[config.mk]
export PLATFORM = sky130hd
export DESIGN_NAME = ryg_monitor
export DESIGN_NICKNAME = d
export VERILOG_FILES = /design/src/rtl/ryg_pkg.sv /design/src/rtl/ryg_decode.sv /design/src/rtl/ryg_monitor.sv
export SDC_FILE = /design/constraint.sdc
export NUM_CORES = 1
export LEC_CHECK = 0
export BUFFER_PORTS_ARGS = -buffer_cell sky130_fd_sc_hd__buf_2
export CORE_MARGIN = 8
export CORE_UTILIZATION = 56
export CTS_CLUSTER_SIZE = 30
export DETAILED_ROUTE_END_ITERATION = 8
export PLACE_DENSITY = 0.9
export SYNTH_ARGS = -nofsm -noshare
export SYNTH_HDL_FRONTEND = slang
export SYNTH_SLANG_ARGS = --single-unit
[constraint.sdc]
create_clock -name clk -period 7.7 [get_ports clk]
set_clock_uncertainty 0.2 [all_clocks]
set_input_delay 0.77 -clock clk [delete_from_list [all_inputs] [get_ports clk]]
set_output_delay 0.77 -clock clk [all_outputs]
set_load 0.02 [all_outputs]
[src/rtl/ryg_pkg.sv]
// ============================================================================
//  Module  : ryg_pkg
//  Purpose : Shared types and constants for the RYG lamp-bus monitor.
//            Phase encoding, legal lamp patterns, error codes, monitor FSM
//            states and a phase-successor helper.
//  Ports   : none (package)
//  Config  : none
//  Rev     : 1.0  initial release
// ============================================================================
`default_nettype none

package ryg_pkg;

    // Traffic phases in cycle order A -> B -> C -> D -> A
    typedef enum logic [1:0] {
        PH_A = 2'd0,
        PH_B = 2'd1,
        PH_C = 2'd2,
        PH_D = 2'd3
    } phase_e;

    // Lamp bus layout {R1,R0,Y1,Y0,G1,G0}
    localparam logic [5:0] PAT_A = 6'h12;  // R0, G1
    localparam logic [5:0] PAT_B = 6'h18;  // R0, Y1
    localparam logic [5:0] PAT_C = 6'h21;  // R1, G0
    localparam logic [5:0] PAT_D = 6'h24;  // R1, Y0

    typedef enum logic [2:0] {
        ERR_NONE      = 3'd0,
        ERR_ILLEGAL   = 3'd1,
        ERR_ORDER     = 3'd2,
        ERR_TOO_LONG  = 3'd3,
        ERR_TOO_SHORT = 3'd4
    } err_code_e;

    typedef enum logic {
        MON_HUNT   = 1'b0,
        MON_LOCKED = 1'b1
    } mon_state_e;

    // Phase that must follow p; wraps D -> A
    function automatic phase_e ryg_next_phase(input phase_e p);
        logic [1:0] n;
        n = p + 2'd1;
        return phase_e'(n);
    endfunction

endpackage

`default_nettype wire

[src/rtl/ryg_decode.sv]
// ============================================================================
//  Module  : ryg_decode
//  Purpose : Combinational decode of a 6-bit lamp pattern into a phase and a
//            legality flag. Illegal patterns report PH_A with legal=0.
//  Ports   : pattern [5:0] in  - lamp bus {R1,R0,Y1,Y0,G1,G0}
//            phase   [1:0] out - decoded phase (valid only when legal)
//            legal         out - pattern is one of the four legal patterns
//  Config  : none
//  Rev     : 1.0  initial release
// ============================================================================
`default_nettype none

module ryg_decode
    import ryg_pkg::*;
(
    input  logic [5:0] pattern,
    output phase_e     phase,
    output logic       legal
);

    always_comb begin
        phase = PH_A;
        legal = 1'b1;
        case (pattern)
            PAT_A:   phase = PH_A;
            PAT_B:   phase = PH_B;
            PAT_C:   phase = PH_C;
            PAT_D:   phase = PH_D;
            default: legal = 1'b0;
        endcase
    end

endmodule

`default_nettype wire

[src/rtl/ryg_monitor.sv]
// ============================================================================
//  Module  : ryg_monitor
//  Purpose : Receiving-end checker for the RYG lamp bus. Captures the bus,
//            decodes the phase, locks onto the A->B->C->D cycle and flags
//            illegal patterns, out-of-order phases and bad phase durations.
//  Ports   : clk                 in  - rising-edge clock
//            reset               in  - asynchronous, active-low
//            RYG [5:0]           in  - lamp bus {R1,R0,Y1,Y0,G1,G0}
//            phase [1:0]         out - last legal phase (0=A..3=D)
//            phase_valid         out - current sample is a legal pattern
//            locked              out - synchronised to the phase cycle
//            err                 out - one-cycle pulse per fault
//            err_code [2:0]      out - code of the most recent fault
//            err_cnt [ERR_CNT_W] out - saturating fault count
//  Config  : RYG_MON_DURATION_CHECK_EN - builds the run counter and enables
//            the too-long (3) / too-short (4) duration faults.
//  Rev     : 1.0  initial release
// ============================================================================
`default_nettype none

module ryg_monitor
    import ryg_pkg::*;
#(
    parameter int unsigned GREEN_LEN  = 6,
    parameter int unsigned YELLOW_LEN = 2,
    parameter int unsigned ERR_CNT_W  = 8
) (
    input  logic                 clk,
    input  logic                 reset,
    input  logic [5:0]           RYG,
    output logic [1:0]           phase,
    output logic                 phase_valid,
    output logic                 locked,
    output logic                 err,
    output logic [2:0]           err_code,
    output logic [ERR_CNT_W-1:0] err_cnt
);

    // The run counter saturates at GREEN_LEN+1, so a yellow phase can only
    // be measured as too long if YELLOW_LEN does not exceed GREEN_LEN.
    if (GREEN_LEN < 1 || YELLOW_LEN < 1 || YELLOW_LEN > GREEN_LEN) begin : g_len_check
        $error("ryg_monitor: phase lengths must satisfy 1 <= YELLOW_LEN <= GREEN_LEN");
    end

    localparam logic [ERR_CNT_W-1:0] CNT_ONE = ERR_CNT_W'(1);

    logic [5:0]           ryg_q;
    logic                 sampled;     // ryg_q holds a real bus sample, not the reset value
    logic                 ill_q;       // previous sample was illegal
    logic                 have_phase;  // a legal phase has been seen since reset
    phase_e               last_phase;
    logic                 valid_q;
    mon_state_e           state;
    mon_state_e           state_nxt;
    logic                 err_q;
    err_code_e            code_q;
    err_code_e            fault_code;
    logic [ERR_CNT_W-1:0] cnt_q;

    phase_e               cur_phase;
    logic                 cur_legal;
    logic                 legal_s;
    logic                 illegal_s;
    logic                 changed;
    logic                 is_succ;
    logic                 too_long;
    logic                 too_short;

    ryg_decode u_decode (
        .pattern (ryg_q),
        .phase   (cur_phase),
        .legal   (cur_legal)
    );

    assign legal_s   = sampled & cur_legal;
    assign illegal_s = sampled & ~cur_legal;
    // Compared against the last legal phase, so an illegal gap does not hide
    // or fake a transition.
    assign changed   = legal_s & have_phase & (cur_phase != last_phase);
    assign is_succ   = (cur_phase == ryg_next_phase(last_phase));

`ifdef RYG_MON_DURATION_CHECK_EN
    localparam int unsigned       RUN_W      = $clog2(GREEN_LEN + 2);
    localparam logic [RUN_W-1:0] RUN_ONE    = RUN_W'(1);
    localparam logic [RUN_W-1:0] RUN_MAX    = RUN_W'(GREEN_LEN + 1);
    localparam logic [RUN_W-1:0] GREEN_RUN  = RUN_W'(GREEN_LEN);
    localparam logic [RUN_W-1:0] YELLOW_RUN = RUN_W'(YELLOW_LEN);

    logic [RUN_W-1:0] run_q;
    logic [RUN_W-1:0] run_nxt;
    logic [RUN_W-1:0] exp_cur;
    logic [RUN_W-1:0] exp_last;

    always_comb begin
        exp_cur  = (cur_phase == PH_A || cur_phase == PH_C) ? GREEN_RUN : YELLOW_RUN;
        exp_last = (last_phase == PH_A || last_phase == PH_C) ? GREEN_RUN : YELLOW_RUN;
        run_nxt  = run_q;
        if (legal_s) begin
            if (!have_phase || changed) begin
                run_nxt = RUN_ONE;
            end else if (run_q != RUN_MAX) begin
                run_nxt = run_q + RUN_ONE;
            end
        end
        // The counter passes expected+1 exactly once per phase, and the
        // resulting fault drops lock, so this fires at most once per phase.
        too_long  = (state == MON_LOCKED) & legal_s & ~changed & (run_nxt == exp_cur + RUN_ONE);
        too_short = (state == MON_LOCKED) & changed & (run_q < exp_last);
    end

    always_ff @(posedge clk or negedge reset) begin
        if (!reset) begin
            run_q <= '0;
        end else begin
            run_q <= run_nxt;
        end
    end
`else
    assign too_long  = 1'b0;
    assign too_short = 1'b0;
`endif

    // Fault priority: illegal > order > too short > too long
    always_comb begin
        fault_code = ERR_NONE;
        if (illegal_s && !ill_q) begin
            fault_code = ERR_ILLEGAL;
        end else if (state == MON_LOCKED && changed && !is_succ) begin
            fault_code = ERR_ORDER;
        end else if (too_short) begin
            fault_code = ERR_TOO_SHORT;
        end else if (too_long) begin
            fault_code = ERR_TOO_LONG;
        end
    end

    always_comb begin
        state_nxt = state;
        case (state)
            MON_HUNT: begin
                if (changed && is_succ) begin
                    state_nxt = MON_LOCKED;
                end
            end
            MON_LOCKED: begin
                if (fault_code != ERR_NONE) begin
                    state_nxt = MON_HUNT;
                end
            end
            default: state_nxt = MON_HUNT;
        endcase
    end

    always_ff @(posedge clk or negedge reset) begin
        if (!reset) begin
            state <= MON_HUNT;
        end else begin
            state <= state_nxt;
        end
    end

    always_ff @(posedge clk or negedge reset) begin
        if (!reset) begin
            ryg_q      <= '0;
            sampled    <= 1'b0;
            ill_q      <= 1'b0;
            have_phase <= 1'b0;
            last_phase <= PH_A;
            valid_q    <= 1'b0;
            err_q      <= 1'b0;
            code_q     <= ERR_NONE;
            cnt_q      <= '0;
        end else begin
            ryg_q   <= RYG;
            sampled <= 1'b1;
            ill_q   <= illegal_s;
            valid_q <= legal_s;
            if (legal_s) begin
                last_phase <= cur_phase;
                have_phase <= 1'b1;
            end
            err_q <= (fault_code != ERR_NONE);
            if (fault_code != ERR_NONE) begin
                code_q <= fault_code;
                if (cnt_q != '1) begin
                    cnt_q <= cnt_q + CNT_ONE;
                end
            end
        end
    end

    assign phase       = last_phase;
    assign phase_valid = valid_q;
    assign locked      = (state == MON_LOCKED);
    assign err         = err_q;
    assign err_code    = code_q;
    assign err_cnt     = cnt_q;

endmodule

`default_nettype wire
==> results by group <==
Detailed routing
  – DRC viols: 0
  – Vias: 825
  – Initial drt markers: 15
  – TritonRoute pass-1 iters: 4
  – ANT nets after route: 0
  – Routed len/inst: 14.8 um
  – Post-Route WL: 2.18 mm
  – Drt via density: 5.61

Clock tree
  – CTS root buffer: clkbuf_4
  – PostCTS Resize Cnt: 0
  – Clk buf depth: 2
  – Clock Sinks: 24
  – CTS tree: yes
  – Clock transition at path regs: 0.13 ns
  – CTS Hold Buffers Added: 0
  – Postcts setup bufs: 0
  – Worst-Skew Late Latency: 0.32 ns
  – H-tree depth: 1
  – Inserted Clock Buffers: 3

STA
  – Worst slew margin: 63.7%
  – Final Max Slew Viols: 0
  – Worst-Margin Slew: 0.542 ns
  – # setup viols final: 0
  – Endpoints failing hold: 0
  – Period utilization: 35.3%
  – Worst hold slack: 0.198 ns
  – Tmin final: 2.72 ns
  – Peak Freq: 368 MHz
  – RSZ-0062 raised after global routing: false
  – Setup_tns: 0 ns

Global route
  – Total GRT Usage: 13.7%
  – Busiest grt layer: met2
  – Vias in the first global route: 853
  – Initial antenna violation count: 0
  – GR Util met1: 15.2%
  – Grt total ovfl: 0
  – Met3 Use GR: 2.12%
  – Pin count of the biggest net entering global routing: 25
  – First-pass GRT wire length: 3.77 mm
  – Grt met2 use: 24.7%

Synth
  – Mean post-synth cell area: 11.6 sq um
  – Synth area leaders: dfrtp_1, xnor2_1, nand3_1
  – Sequential share of the synthesized area: 54.4%
  – Top_reg_cell synth: dfrtp_1
  – Top-area cell type share of the netlist area: 54.4%
  – FF+latch count, synth: 24
  – Synthesized net count: 104
  – Post-synth EDFFs: 0
  – Post-synth ARST share: 100%
  – YS warnings: 0
  – Dominant cell type by area after synthesis: dfrtp_1
  – Post-Syn Instances: 95
  – Syn Std Cell Area: 0.00110 sq mm
  – Count of cell types in the netlist: 36

Floorplanning
  – Core ar.: 0.00190 sq mm
  – Site Rows: 16
  – Die Ht: 60.4 um
  – Initial core utilization: 58.0%
  – Chip Width: 60.4 um
  – Die ar.: 0.00365 sq mm
  – Io pins: 24

Setup path
  – Critical path arrival: 2.74 ns
  – CP Launch Type: flip-flop
  – CP max FO: 10
  – Endpoint class of the critical path: flip-flop
  – Critical path, cell by cell: or3b_4 -> or4b_4 -> a31o_1 -> o31ai_4 -> nand2_4 -> mux2_4
  – CP max stage cell: or4b_4
  – Max stage delay on crit path: 0.51 ns
  – R2R cell count: 6
  – Crit Path Class: flip-flop to flip-flop
  – RR Startpoint: ryg_q[3]
  – CP required: 7.72 ns
  – Worst r2r dst: err_cnt[1]
  – R2r setup slk: 4.98 ns

Power and ir drop
  – Switching Fraction: 36.0%
  – PwrDens: 271 mW/mm^2
  – Power share of the sequential group: 50.9%
  – Pwr Total: 346 uW
  – Sw Pwr: 124 uW
  – P_leak: 0.000583 uW
  – Combinational Power Share: 29.6%
  – Max IR drop VDD: 0.000229 V
  – Clock Power Share: 19.5%
  – Int Pwr: 221 uW

Finish
  – Synthesis-to-layout area growth: 15.6%
  – Post-layout instance area: 0.00128 sq mm
  – Antenna cell count: 0
  – Fraction of layout cells with a size suffix above 1: 30.8%
  – Fin nets: 130
  – Commonest non-fill, non-tap cell in the layout: dfrtp_1
  – Most frequent cells in the layout: dfrtp_1, buf_2, nand3_1, nor2_1, xnor2_1
  – Final core occ: 67.1%

Hold path
  – Worst hold path class: input pin to async pin

Job
  – MaxCap Viol Count: 0

Placement
  – Cell Area, Placed: 0.00124 sq mm
  – Port bufs: 22
  – HPWL after detailed placement: 1.64 mm
  – Placer's final routability congestion estimate: 0.907

Run status
  – Status: complete, no violations
worst max-delay path, delay by kind of cell, from the launching register on:
| kind | cells | cell delay [ns] |
|---|---|---|
| AND/OR/NAND/NOR | 3 | 1.03 |
| AO/OA/AOI/OAI | 2 | 0.65 |
| flip-flops | 1 | 0.43 |
| multiplexers | 1 | 0.30 |
per-layer routing:
| metal | wire length, um | vias up |
|---|---|---|
| met4 | 40 | 0 |
| li1 | - | 401 |
| met3 | 108 | 5 |
| met5 | 0 | - |
| met2 | 1110 | 15 |
| met1 | 923 | 404 |
power groups by stage:
stage               Sequential [uW]  Combinational, uW  Clock [uW]
finish                          176                102        67.3
global route                    181                112        73.9
CTS                             176                104        68.6
detailed placement              179                104           0
global placement                176                101           0
floorplan                       197               47.4           0
registers in the layout (all words and copies together), names as in the netlist:
register,cells
ryg_q,6
have_phase,1
locked,1
phase_valid,1
phase,2
ill_q,1
err,1
sampled,1
err_code,2
err_cnt,8
cell families after synthesis:
logic type / synth area share (%)
AND/OR/NAND/NOR: 20.7
flip-flops: 54.4
AO/OA/AOI/OAI: 14.2
XOR/XNOR: 4.76
buffers and inverters: 1.70
other: 0.681
multiplexers: 2.38
adder cells (fa/ha/maj): 1.13
stage by stage:
step	worst slack, ns	cells
6_report	4.98	147
3_5_place_dp	4.99	143
5_1_grt	4.85	147
4_1_cts	4.98	147
3_3_place_gp	5.06	143
2_1_floorplan	5.13	95
cell usage after synthesis, types with 2 or more instances:
cell type,count
nor2_1,6
and3_1,3
o21ai_1,2
xnor2_1,6
o21a_1,2
inv_1,3
nand2_1,5
and4bb_2,2
nand4_1,2
or2_1,2
a31oi_1,2
and4_1,2
conb_1,2
a41oi_1,2
dfrtp_1,24
a21oi_1,2
nand3_1,8
nor3_1,2
area by class of cell:
cell class                 instances  area (sq um)
fill                             140           626
sequential                        24           601
multi-input combinational         67           484
timing repair buffer              22           110
clock buffer                       4          36.3
tap                               27          33.8
inverter                           3          11.3
how the worst max path moves through the flow:
stage	start	to	slack, ns	cells after the start
finish	ryg_q[3]	err_cnt[1]	4.98	6
global route	ryg_q[3]	err_cnt[5]	4.85	6
CTS	ryg_q[3]	err_cnt[1]	4.98	6
detailed placement	ryg_q[3]	err_cnt[1]	4.99	6
global placement	ryg_q[3]	err_cnt[1]	5.06	6
floorplan	ryg_q[3]	err_cnt[1]	5.13	6
Power figures use the tool's default switching activity.
